### src/rtl/keypad_pkg.sv
//------------------------------------------------------------------------------
// Module : keypad_pkg
// Brief  : Shared types, dimensions and key-code map for the keypad controller.
// Rev    : 1.0
//------------------------------------------------------------------------------
`default_nettype none

package keypad_pkg;

  localparam int NROW = 4;
  localparam int NCOL = 4;

  typedef enum logic [2:0] {
    SCAN     = 3'd0,
    DEBOUNCE = 3'd1,
    COMMIT   = 3'd2,
    HELD     = 3'd3,
    RELEASE  = 3'd4
  } state_t;

  // Rows top-to-bottom, columns left-to-right: 1 2 3 A / 4 5 6 B / 7 8 9 C / E 0 F D
  function automatic logic [3:0] keymap(input logic [1:0] r, input logic [1:0] c);
    logic [3:0] code;
    code = 4'h0;
    case ({r, c})
      4'h0: code = 4'h1;
      4'h1: code = 4'h2;
      4'h2: code = 4'h3;
      4'h3: code = 4'hA;
      4'h4: code = 4'h4;
      4'h5: code = 4'h5;
      4'h6: code = 4'h6;
      4'h7: code = 4'hB;
      4'h8: code = 4'h7;
      4'h9: code = 4'h8;
      4'hA: code = 4'h9;
      4'hB: code = 4'hC;
      4'hC: code = 4'hE;
      4'hD: code = 4'h0;
      4'hE: code = 4'hF;
      4'hF: code = 4'hD;
    endcase
    return code;
  endfunction

endpackage

`default_nettype wire

### src/rtl/keypad_display_mux.sv
//------------------------------------------------------------------------------
// Module : keypad_display_mux
// Brief  : Time-multiplexes one hex code between two common-anode digits.
// Rev    : 1.0
//------------------------------------------------------------------------------
`default_nettype none

module keypad_display_mux
  import keypad_pkg::*;
#(
  parameter int MUX_DIV = 48000
) (
  input  logic       clk,
  input  logic       rst,
  input  logic [3:0] digit_new,
  input  logic [3:0] digit_old,
  output logic [3:0] hex_sel,
  output logic [1:0] an
);

  localparam int MW = (MUX_DIV > 1) ? $clog2(MUX_DIV) : 1;
  localparam logic [MW-1:0] MUX_LAST = MW'(MUX_DIV - 1);

  logic [MW-1:0] mux_cnt_q, mux_cnt_d;
  logic          phase_q, phase_d;
  logic [3:0]    hex_sel_q, hex_sel_d;
  logic [1:0]    an_q, an_d;

  // Outputs are computed from next-state values so they stay aligned with mux_cnt_q.
  always_comb begin
    mux_cnt_d = mux_cnt_q + MW'(1);
    phase_d   = phase_q;
    if (mux_cnt_q == MUX_LAST) begin
      mux_cnt_d = '0;
      phase_d   = ~phase_q;
    end
    hex_sel_d = phase_d ? digit_old : digit_new;
    an_d      = phase_d ? 2'b01 : 2'b10;
    if (mux_cnt_d == MUX_LAST) an_d = 2'b11;
  end

  always_ff @(posedge clk) begin
    if (rst) begin
      mux_cnt_q <= '0;
      phase_q   <= 1'b0;
      hex_sel_q <= 4'h0;
      an_q      <= 2'b10;
    end else begin
      mux_cnt_q <= mux_cnt_d;
      phase_q   <= phase_d;
      hex_sel_q <= hex_sel_d;
      an_q      <= an_d;
    end
  end

  assign hex_sel = hex_sel_q;
  assign an      = an_q;

endmodule

`default_nettype wire

### src/rtl/keypad_display_ctrl.sv
//------------------------------------------------------------------------------
// Module : keypad_display_ctrl
// Brief  : 4x4 keypad scan/debounce FSM with two-digit display; KEYPAD_SYNC_EN
//          adds a 2-flop row synchronizer.
// Rev    : 1.0
//------------------------------------------------------------------------------
`default_nettype none

module keypad_display_ctrl
  import keypad_pkg::*;
#(
  parameter int SCAN_DIV     = 24000,
  parameter int DEBOUNCE_CYC = 240000,
  parameter int MUX_DIV      = 48000
) (
  input  logic            int_osc,
  input  logic            reset,
  input  logic [NROW-1:0] row,
  output logic [NCOL-1:0] col,
  output logic [3:0]      hex_sel,
  output logic [1:0]      an,
  output logic            key_valid
);

  localparam int SW = (SCAN_DIV > 1) ? $clog2(SCAN_DIV) : 1;
  localparam int DW = (DEBOUNCE_CYC > 1) ? $clog2(DEBOUNCE_CYC) : 1;
  localparam logic [SW-1:0] SCAN_LAST = SW'(SCAN_DIV - 1);
  localparam logic [DW-1:0] DEB_LAST  = DW'(DEBOUNCE_CYC - 1);

  logic [NROW-1:0] rows_s;

`ifdef KEYPAD_SYNC_EN
  logic [NROW-1:0] sync1_q, sync2_q;
  always_ff @(posedge int_osc) begin
    if (reset) begin
      sync1_q <= '0;
      sync2_q <= '0;
    end else begin
      sync1_q <= row;
      sync2_q <= sync1_q;
    end
  end
  assign rows_s = sync2_q;
`else
  assign rows_s = row;
`endif

  state_t          state_q, state_d;
  logic [NCOL-1:0] col_q, col_d;
  logic [1:0]      col_idx_q, col_idx_d;
  logic [1:0]      row_idx_q, row_idx_d;
  logic [SW-1:0]   scan_cnt_q, scan_cnt_d;
  logic [DW-1:0]   cnt_q, cnt_d;
  logic [3:0]      digit_new_q, digit_new_d;
  logic [3:0]      digit_old_q, digit_old_d;
  logic            key_valid_q, key_valid_d;
  logic            armed_q, armed_d;
  logic [1:0]      clean_cnt_q, clean_cnt_d;
  logic [1:0]      det_row;
  logic            latched_hi;

  always_comb begin
    case (rows_s)
      4'b0001: det_row = 2'd0;
      4'b0010: det_row = 2'd1;
      4'b0100: det_row = 2'd2;
      default: det_row = 2'd3;
    endcase
    latched_hi = rows_s[row_idx_q];
  end

  always_comb begin
    state_d     = state_q;
    col_d       = col_q;
    col_idx_d   = col_idx_q;
    row_idx_d   = row_idx_q;
    scan_cnt_d  = scan_cnt_q;
    cnt_d       = cnt_q;
    digit_new_d = digit_new_q;
    digit_old_d = digit_old_q;
    key_valid_d = 1'b0;
    armed_d     = armed_q;
    clean_cnt_d = clean_cnt_q;
    case (state_q)
      SCAN: begin
        if (scan_cnt_q == SCAN_LAST) begin
          scan_cnt_d = '0;
          // A key still down across reset is ignored until one full empty sweep.
          if (rows_s == '0) begin
            if (clean_cnt_q == 2'd3) armed_d = 1'b1;
            else clean_cnt_d = clean_cnt_q + 2'd1;
          end else begin
            clean_cnt_d = 2'd0;
          end
          if (armed_q && $onehot(rows_s)) begin
            row_idx_d = det_row;
            cnt_d     = '0;
            state_d   = DEBOUNCE;
          end else begin
            col_d     = {col_q[NCOL-2:0], col_q[NCOL-1]};
            col_idx_d = col_idx_q + 2'd1;
          end
        end else begin
          scan_cnt_d = scan_cnt_q + SW'(1);
        end
      end
      DEBOUNCE: begin
        if (!latched_hi) begin
          cnt_d     = '0;
          state_d   = SCAN;
          col_d     = {col_q[NCOL-2:0], col_q[NCOL-1]};
          col_idx_d = col_idx_q + 2'd1;
        end else if (cnt_q == DEB_LAST) begin
          // Digits and key_valid load on the edge into COMMIT so both show during COMMIT.
          cnt_d       = '0;
          state_d     = COMMIT;
          digit_old_d = digit_new_q;
          digit_new_d = keymap(row_idx_q, col_idx_q);
          key_valid_d = 1'b1;
        end else begin
          cnt_d = cnt_q + DW'(1);
        end
      end
      COMMIT: state_d = HELD;
      HELD: begin
        if (!latched_hi) begin
          cnt_d   = '0;
          state_d = RELEASE;
        end
      end
      RELEASE: begin
        if (latched_hi) begin
          cnt_d = '0;
        end else if (cnt_q == DEB_LAST) begin
          cnt_d     = '0;
          state_d   = SCAN;
          col_d     = {col_q[NCOL-2:0], col_q[NCOL-1]};
          col_idx_d = col_idx_q + 2'd1;
        end else begin
          cnt_d = cnt_q + DW'(1);
        end
      end
      default: state_d = SCAN;
    endcase
  end

  always_ff @(posedge int_osc) begin
    if (reset) begin
      state_q     <= SCAN;
      col_q       <= 4'b0001;
      col_idx_q   <= 2'd0;
      row_idx_q   <= 2'd0;
      scan_cnt_q  <= '0;
      cnt_q       <= '0;
      digit_new_q <= 4'h0;
      digit_old_q <= 4'h0;
      key_valid_q <= 1'b0;
      armed_q     <= 1'b0;
      clean_cnt_q <= 2'd0;
    end else begin
      state_q     <= state_d;
      col_q       <= col_d;
      col_idx_q   <= col_idx_d;
      row_idx_q   <= row_idx_d;
      scan_cnt_q  <= scan_cnt_d;
      cnt_q       <= cnt_d;
      digit_new_q <= digit_new_d;
      digit_old_q <= digit_old_d;
      key_valid_q <= key_valid_d;
      armed_q     <= armed_d;
      clean_cnt_q <= clean_cnt_d;
    end
  end

  assign col       = col_q;
  assign key_valid = key_valid_q;

  keypad_display_mux #(
    .MUX_DIV (MUX_DIV)
  ) u_mux (
    .clk       (int_osc),
    .rst       (reset),
    .digit_new (digit_new_q),
    .digit_old (digit_old_q),
    .hex_sel   (hex_sel),
    .an        (an)
  );

endmodule

`default_nettype wire
### config.mk
export PLATFORM = sky130hd
export DESIGN_NAME = keypad_display_ctrl
export DESIGN_NICKNAME = d
export VERILOG_FILES = /design/src/rtl/keypad_pkg.sv /design/src/rtl/keypad_display_mux.sv /design/src/rtl/keypad_display_ctrl.sv
export SDC_FILE = /design/constraint.sdc
export NUM_CORES = 1
export LEC_CHECK = 0
export ABC_AREA = 1
export CAP_MARGIN = 10
export CORE_UTILIZATION = 45
export DETAILED_ROUTE_END_ITERATION = 7
export PLACE_DENSITY = 0.66
export SKIP_CTS_REPAIR_TIMING = 1
export SLEW_MARGIN = 20
export SYNTH_ARGS = -nofsm -noshare
export SYNTH_HDL_FRONTEND = slang
export SYNTH_SLANG_ARGS = --single-unit
### constraint.sdc
create_clock -name int_osc -period 3.05 [get_ports int_osc]
set_input_delay 0.915 -clock int_osc [delete_from_list [all_inputs] [get_ports int_osc]]
set_output_delay 0.915 -clock int_osc [all_outputs]
set_load 0.1 [all_outputs]
==> results.txt, run 1 <==
- The flow ran to the end, and the final reports show no timing, DRC or antenna violations.
- Largest cells by area after synthesis: dfxtp_1, nand2_1, nor2_1
* Hold slack: 481 ps
* Wire per inst: 12.4 µm
* Slew of the pin with the lowest slew margin: 582 ps
- Setup repair after global routing left no endpoint under its margin.
- The worst setup path is of the primary input to flop kind.
- Die width: 103 µm
* Area Overhead vs Synth: 13.7%
- Clock tree synthesis selected as its root buffer the cell clkbuf_8.
- Final nets: 749
- Grt met2 use: 35.9%
- GPL Wtd Cong: 0.893
- Area after DPL: 4940 µm²
- In this run the most used layer during global routing was met2.
* Gate Count Post-Synth: 697
* Number of buffers inserted by port buffering: 16
- Entering global routing, the biggest net connects 37 pins.
- Combined buffer and inverter count along the critical path: 4
* Worst Setup End Kind: flop
- Ratio of cells with drive above 1 in the final layout: 12.7%
* Yosys top cell by area: dfxtp_1
* Post-synthesis cell area: 4610 µm²
- Worst endpoint data arrival time: 3090 ps
* Xor/xnor cell area share of the yosys netlist: 1.33%
* Die area: 10600 µm²
- Across every metal layer, demand over resource in global routing totals 22.1%.
- 17 I/O pins were placed.
- M3 GR Usage: 5.58%
* Tmin final: 2790 ps
- Area share of the leading cell type in the synthesized netlist: 34.3%
- The initial utilization of the core area, before any placement, comes to 46.7%.
- Multi-input logic area: 2660 µm²
* Worst hold path class: flop to flop
- Counting stages on the worst path, the most repeated cell is nand2_1.
- Worst min-delay path startpoint: clean_cnt_q[1]$_SDFFE_PP0P_
- In the finished design, the share of the clock period the worst path needs comes to 91.5%.
- TritonCTS built the clock tree.
* Data required, critical path: 3350 ps
* Number of design rule violations left after detail routing: 0
- Global routing finished with a remaining overflow of 0.
- Summed over all nets, the half-perimeter wirelength after detailed placement is 7750 µm.
- Synth Area in Simple Gates: 40.5%
- Final wirelength: 10700 µm
- Minimum setup slack in the final design: 260 ps
- The number of max-slew violations in the final report was 0.
- The detailed router placed 4428 vias in this run.
- Setup tns final: 0 ps
- Worst IR Drop VDD: 0.000255 V
- After synthesis, the share of flip-flops with an asynchronous set or reset is 0%.
- STA classifies the critical path startpoint as a primary input.
* Setup Slack @ Placement: -590 ps
* Most frequent cells after synthesis: nand2_1, nor2_1, inv_1
* Detailed-routing iteration count for the pre-antenna-repair pass: 7
- Summing all non-filler instances in the final layout gives an area of 5240 µm².
* Clock Latency Late Sink: 360 ps
- Number of nets with antenna violations after detailed routing: 0
- Adder and majority gate portion of the synthesized area: 4.24%
- Of all nets on the critical path, the largest fanout is 3.
- In this design, the largest share of critical-path delay is due to adder cells.
- The share of total power dissipated in the clock network is 41.2%.
- Area taken by flip-flops and latches: 1580 µm²
- Mean post-synth cell area: 6.61 µm²
* Predominant post-synthesis flop cell: dfxtp_1
* Clock transition at the registers of the reported paths: 80 ps
* # setup viols final: 0
- Count of maximum capacitance violations: 0
- Most common cell in the netlist: nand2_1
- Summing the areas of all compound-gate instances in the mapped netlist gives 10.2% of the synthesized area.
* P_int: 1.47 mW
* Sequential element share of the synthesized area: 34.3%
- Max stage delay cell, worst path: fa_1
- Largest family of logic cells by synthesized area: simple AND/OR/NAND/NOR gates
- Cell variety after synth: 45
- Critical Path Max Stage Delay: 530 ps
- Buffer depth of the longest clock path: 2
- Clock Sinks: 79
- Sequential cells burn 54.1% of the power.
- The initial antenna violation count is 0.
- Number of rows created at floorplan: 36
- Endpoint of the worst hold-timing path: clean_cnt_q[1]$_SDFFE_PP0P_
* Number of nets in the synthesized netlist: 718
- The repair_antennas step left the layout with diodes totalling 0.
- In this run, synthesis produced a sequential element count of 79.
- CTS buffer count: 9
- The clock tree synthesis step divided the H-tree into 3 levels.
- The synthesized design contains 0 enable-type register cells.
- Counting instances, the worst hold path has a depth of 2.
- For this design the total switching power over the nets is 461 µW.
- Of the post-synthesis cell area, the part taken by muxes is 0.217%.
- Between clock sinks in the finished design, the worst skew comes to 6.91 ps.
* Wire length of the first global-routing pass: 18300 µm
- Fill cells in the final layout number 969.
* Initial DRC Count: 157
- Measured against its own limit, the worst slew margin works out to 61.1%.
* Source of the worst register-to-register timing path: scan_cnt_q[0]$_SDFFE_PP0P_
- Via-per-instance ratio: 5.11
- Met1 usage: 29.1%
- Peak clock frequency supported by timing: 358 MHz
- Worst r2r dst: cnt_q[16]$_SDFFE_PP0P_
- Worst Reg2Reg Path Length in Cells: 10
- Core footprint: 9860 µm²
- Fraction of power spent switching nets: 23.9%
* PD cells: 368 nW/µm²
* Cell-by-cell trace of the critical path: dlymetal6s2s_1, inv_2, fa_1, inv_1, ha_2, ha_4, nor2_4, nand3_4, a21oi_4, buf_6, nand4_1, nand2_1, nand2_1, a21oi_2
- Warning count from the yosys run: 0
- The via count of the first global-routing pass is 4071.
- In this run the vertical extent of the chip is 103 µm.
* LEAKAGE: 2.14 nW
- R2R setup slack: 690 ps
- The final count of hold timing violations was 0.
- Power share of the combinational group: 4.7%
## worst min-delay path, stage by stage, from the launching register on
cell,delay [ps]
dfxtp_1,320
nand2_1,60
a21oi_1,60
## layout make-up
type	instances	share of cell area, %
multi-input cells	512	50.8
clock inverters	6	1.15
clock buffers	10	2.63
repair buffers	32	5.18
well taps	133	3.18
flip-flops and latches	79	30.2
inverters	94	6.83
## through the flow
step,total power [mW],instances,util (%)
6_report,1.93,866,53.1
5_1_grt,2.01,866,53.1
4_1_cts,1.94,863,52.0
3_5_place_dp,1.14,847,50.0
3_3_place_gp,1.14,847,50.0
2_1_floorplan,1.12,697,-
## power groups by stage
stage	logic [mW]	registers (mW)	clock network [mW]
after floorplan	0.0483	1.07	0
after global placement	0.0750	1.07	0
after detailed placement	0.0764	1.07	0
after CTS	0.0768	1.04	0.822
after global routing	0.101	1.05	0.863
final	0.0900	1.04	0.796
## cell usage in the layout (no fill, tap or decap), drive strengths merged, types with 4 or more instances in the layout
cell      n
nand3    53
nand4    23
a21oi    40
ha       14
dfxtp    79
xor2      5
nand2   170
a211oi    6
clkbuf   10
inv      94
buf      27
o21ai    29
or2       4
nor2    127
nor3     21
## worst max path at each step
stage,start,end,slack [ps],cells past startpoint
finish,row[0],cnt_q[9]$_SDFFE_PP0P_,260,14
detailed placement,row[0],cnt_q[8]$_SDFFE_PP0P_,-590,14
global placement,row[0],cnt_q[8]$_SDFFE_PP0P_,-550,14
floorplan,row[0],cnt_q[4]$_SDFFE_PP0P_,20,12
global route,row[0],cnt_q[16]$_SDFFE_PP0P_,160,14
CTS,row[0],cnt_q[8]$_SDFFE_PP0P_,-210,14
## routing by layer
layer | wire (µm) | vias up
met5 | 0 | -
met4 | 61 | 0
met3 | 426 | 5
met2 | 5010 | 89
met1 | 5210 | 2022
li1 | - | 2312
## registers in the layout (all words and copies together), names as in the netlist, 3 cells and up
| signal | flops |
|---|---|
| u_mux.hex_sel | 4 |
| state_q | 3 |
| cnt_q | 18 |
| scan_cnt_q | 15 |
| col | 4 |
| digit_new_q | 4 |
| digit_old_q | 4 |
| u_mux.mux_cnt_q | 16 |
## cells by family (layout without fill, tap and decap cells)
group / after synthesis / after routing
mux: 1 / 1
flops: 79 / 79
compound gates: 82 / 82
xor+xnor: 7 / 7
buf+inv: 106 / 142
fa+ha+maj: 15 / 15
simple gates: 407 / 407
(Power assumes the default switching activity.)
==> run 2, diff against run 1 <==
CORE_ASPECT_RATIO = 1.2   (was unset)
==> run 2 against run 1 <==
Against the previous run:
- cell area increased by 0.12%
- clock skew shrank 2.0 ps
- global-route usage is 0.61 points lower
- critical path type unchanged
- critical endpoint is now cnt_q[6]$_SDFFE_PP0P_
- largest cell class unchanged
==> results.txt, run 2 (synthesis results as in run 1) <==
* Total routing usage reported by global routing: 21.5%
* Commonest cells after routing, fill and taps aside: nand2_1, nor2_1, inv_1
* Crit path launch: row[0]
* Worst Reg2Reg Path Length in Cells: 9
- For this run, the detailed router's first-pass iteration total came to 5.
- Once the floorplan was initialized, standard cells occupied 46.3% of the core.
* Count of maximum capacitance violations: 0
- Entering global routing, the biggest net connects 37 pins.
* Peak clock frequency supported by timing: 345 MHz
- Met1 usage: 26.9%
- Summed over all layers, the global routing overflow is 0.
- Worst r2r dst: cnt_q[6]$_SDFFE_PP0P_
* Leading cell type in the layout, fill and taps excluded: nand2_1
- Largest regs: cnt_q x18, u_mux.mux_cnt_q x16, scan_cnt_q x15
* Vias post-DR: 4415
- Setup tns final: 0 ps
- The routed design has 10500 µm of wire.
* Launching element type of the critical path: primary input
* Number of global-route vias before repair: 4114
- The clock passes through at most 2 buffers.
- Setup violations remaining at the end of the flow were counted as 0.
- R2R setup slack: 720 ps
- Largest register by flop count: cnt_q
- Final instance count without filler cells: 858
* Critical Path Max Stage Delay: 530 ps
- M3 GR Usage: 4.23%
- The worst hold path belongs to the class flop to flop.
- The run finished with clean final reports.
- # placed instances: 841
- Counting both buffers and inverters, the worst setup path holds a total of 4.
- Number of nets with antenna violations after detailed routing: 0
- Hold timing on the final database bottoms out at a slack of 476 ps.
- Dividing total power by cell area gives a power density of 420 nW/µm².
- The repair_antennas step left the layout with diodes totalling 0.
* Final-report max-slew violation count: 0
* I/O pin count: 17
- STA puts the critical path data arrival time at 3170 ps.
- The signal on the critical path passes through clkbuf_2, inv_2, fa_1, inv_1, ha_1, ha_1, nor2_1, nand3_2, a21oi_2, nand3_2, buf_6, or2_0, a21oi_1.
- From synthesis to final layout, the design area changed by 13.9%.
- Ratio of cells with drive above 1 in the final layout: 12.0%
* Setup Skew: 4.87 ps
- The floorplan step defined a core boundary enclosing 9960 µm².
- Max stage delay cell, worst path: fa_1
* Antenna violations before repair: 0
* Clock Latency Late Sink: 340 ps
* Die width: 94.4 µm
* Source of the worst register-to-register timing path: scan_cnt_q[0]$_SDFFE_PP0P_
- STA classifies the critical path endpoint as a flop.
- After layout, the worst path uses 95.2% of the clock period.
* Wire per inst: 12.3 µm
- GR peak layer: met2
- Wire length of the first global-routing pass: 18300 µm
- Die area: 10600 µm²
- Cell family with most CP delay: adder cells
- At the worst endpoint, the required time is 3310 ps.
* Hpwl dp: 7750 µm
- Global routing consumed, on the met2 layer, 36.7% of the routing resources.
* Y dimension of the die: 113 µm
* Worst-path maximum fanout: 8
* Clock root buffer: clkbuf_16
- Number of gates on the worst path with buffers counted: 13
- Dividing the detail-routed via count by the number of cells gives 5.15.
- In this run the worst setup path terminates at cnt_q[6]$_SDFFE_PP0P_.
- Worst min-delay path startpoint: clean_cnt_q[1]$_SDFFE_PP0P_
* Number of rows created at floorplan: 40
- Tmin final: 2900 ps
- TritonCTS built the clock tree.
- LEAKAGE: 2.16 nW
- Measured against its own limit, the worst slew margin works out to 63.3%.
- Clock Sinks: 79
- CTS buffer count: 9
- Critical setup path kind: primary input to flop
- CTS HTree Levels: 3
- After the last flow step, the layout net total stands at 748.
- Input and output buffers added on the ports amount to 16.
- At the pin with the least slew margin, the transition time is 546 ps.
- Max FFs per register: 18
- Number of hold-slack violations in the final timing report: 0
* GPL Wtd Cong: 0.929
- Clock transition at the registers of the reported paths: 60 ps
- Setup repair after global routing left no endpoint under its margin.
* Number of design rule violations left after detail routing: 0
- For this block, the initial DRC count from the detailed router was 200.
* Worst IR Drop VDD: 0.000294 V
run 2: changes by cell type in the layout (fill, tap and decap cells not counted), sizes merged:
cell | before | now
dlymetal6s2s | 3 | 1
buf | 27 | 26
clkbuf | 10 | 11
clkinv | 3 | 4
run 2: area by class of cell:
class / count / area (µm²)
Fill cell: 991 / 4710
Multi-Input combinational cell: 512 / 2610
Sequential cell: 79 / 1580
Inverter: 94 / 354
Timing Repair Buffer: 31 / 245
Clock buffer: 9 / 225
Tap cell: 126 / 158
Clock inverter: 7 / 72.6
run 2: worst min-delay path, delay by kind of cell (launching register included):
family             cells  cell delay [ps]
and+or+nand+nor        1               60
DFF                    1              310
AOI/OAI and AO/OA      1               60
run 2: where the power goes:
part | switching [mW] | total [mW] | internal, mW | leakage [nW]
combinational | 0.0471 | 0.0765 | 0.0293 | 1.38
clock | 0.444 | 1.08 | 0.635 | 0.142
sequential | 0.00670 | 1.05 | 1.04 | 0.637
run 2: worst min path at each step:
stage / to / slack (ps) / cells after the start
after floorplan: u_mux.mux_cnt_q[0]$_SDFF_PP0_ / 440 / 1
after global placement: clean_cnt_q[1]$_SDFFE_PP0P_ / 460 / 2
after detailed placement: clean_cnt_q[1]$_SDFFE_PP0P_ / 470 / 2
after CTS: clean_cnt_q[1]$_SDFFE_PP0P_ / 480 / 2
after global routing: scan_cnt_q[9]$_SDFFE_PP0P_ / 490 / 2
final: clean_cnt_q[1]$_SDFFE_PP0P_ / 480 / 2
run 2: through the flow:
stage                     utilization, %  power, mW  area [µm²]  setup WS [ps]
final                               52.7       2.20        5250            148
after global routing                52.7       2.28        5250           7.78
after CTS                           52.5       2.23        5230           -284
after detailed placement            49.5       1.15        4930           -642
after floorplan                        -       1.12        4610           17.4
after global placement              49.5       1.14        4930           -582
run 2: per-layer routing:
metal	part of all wire (%)	vias up
met5	0	-
met4	1.6	0
met3	3.0	15
met2	49	73
met1	47	2016
li1	-	2311
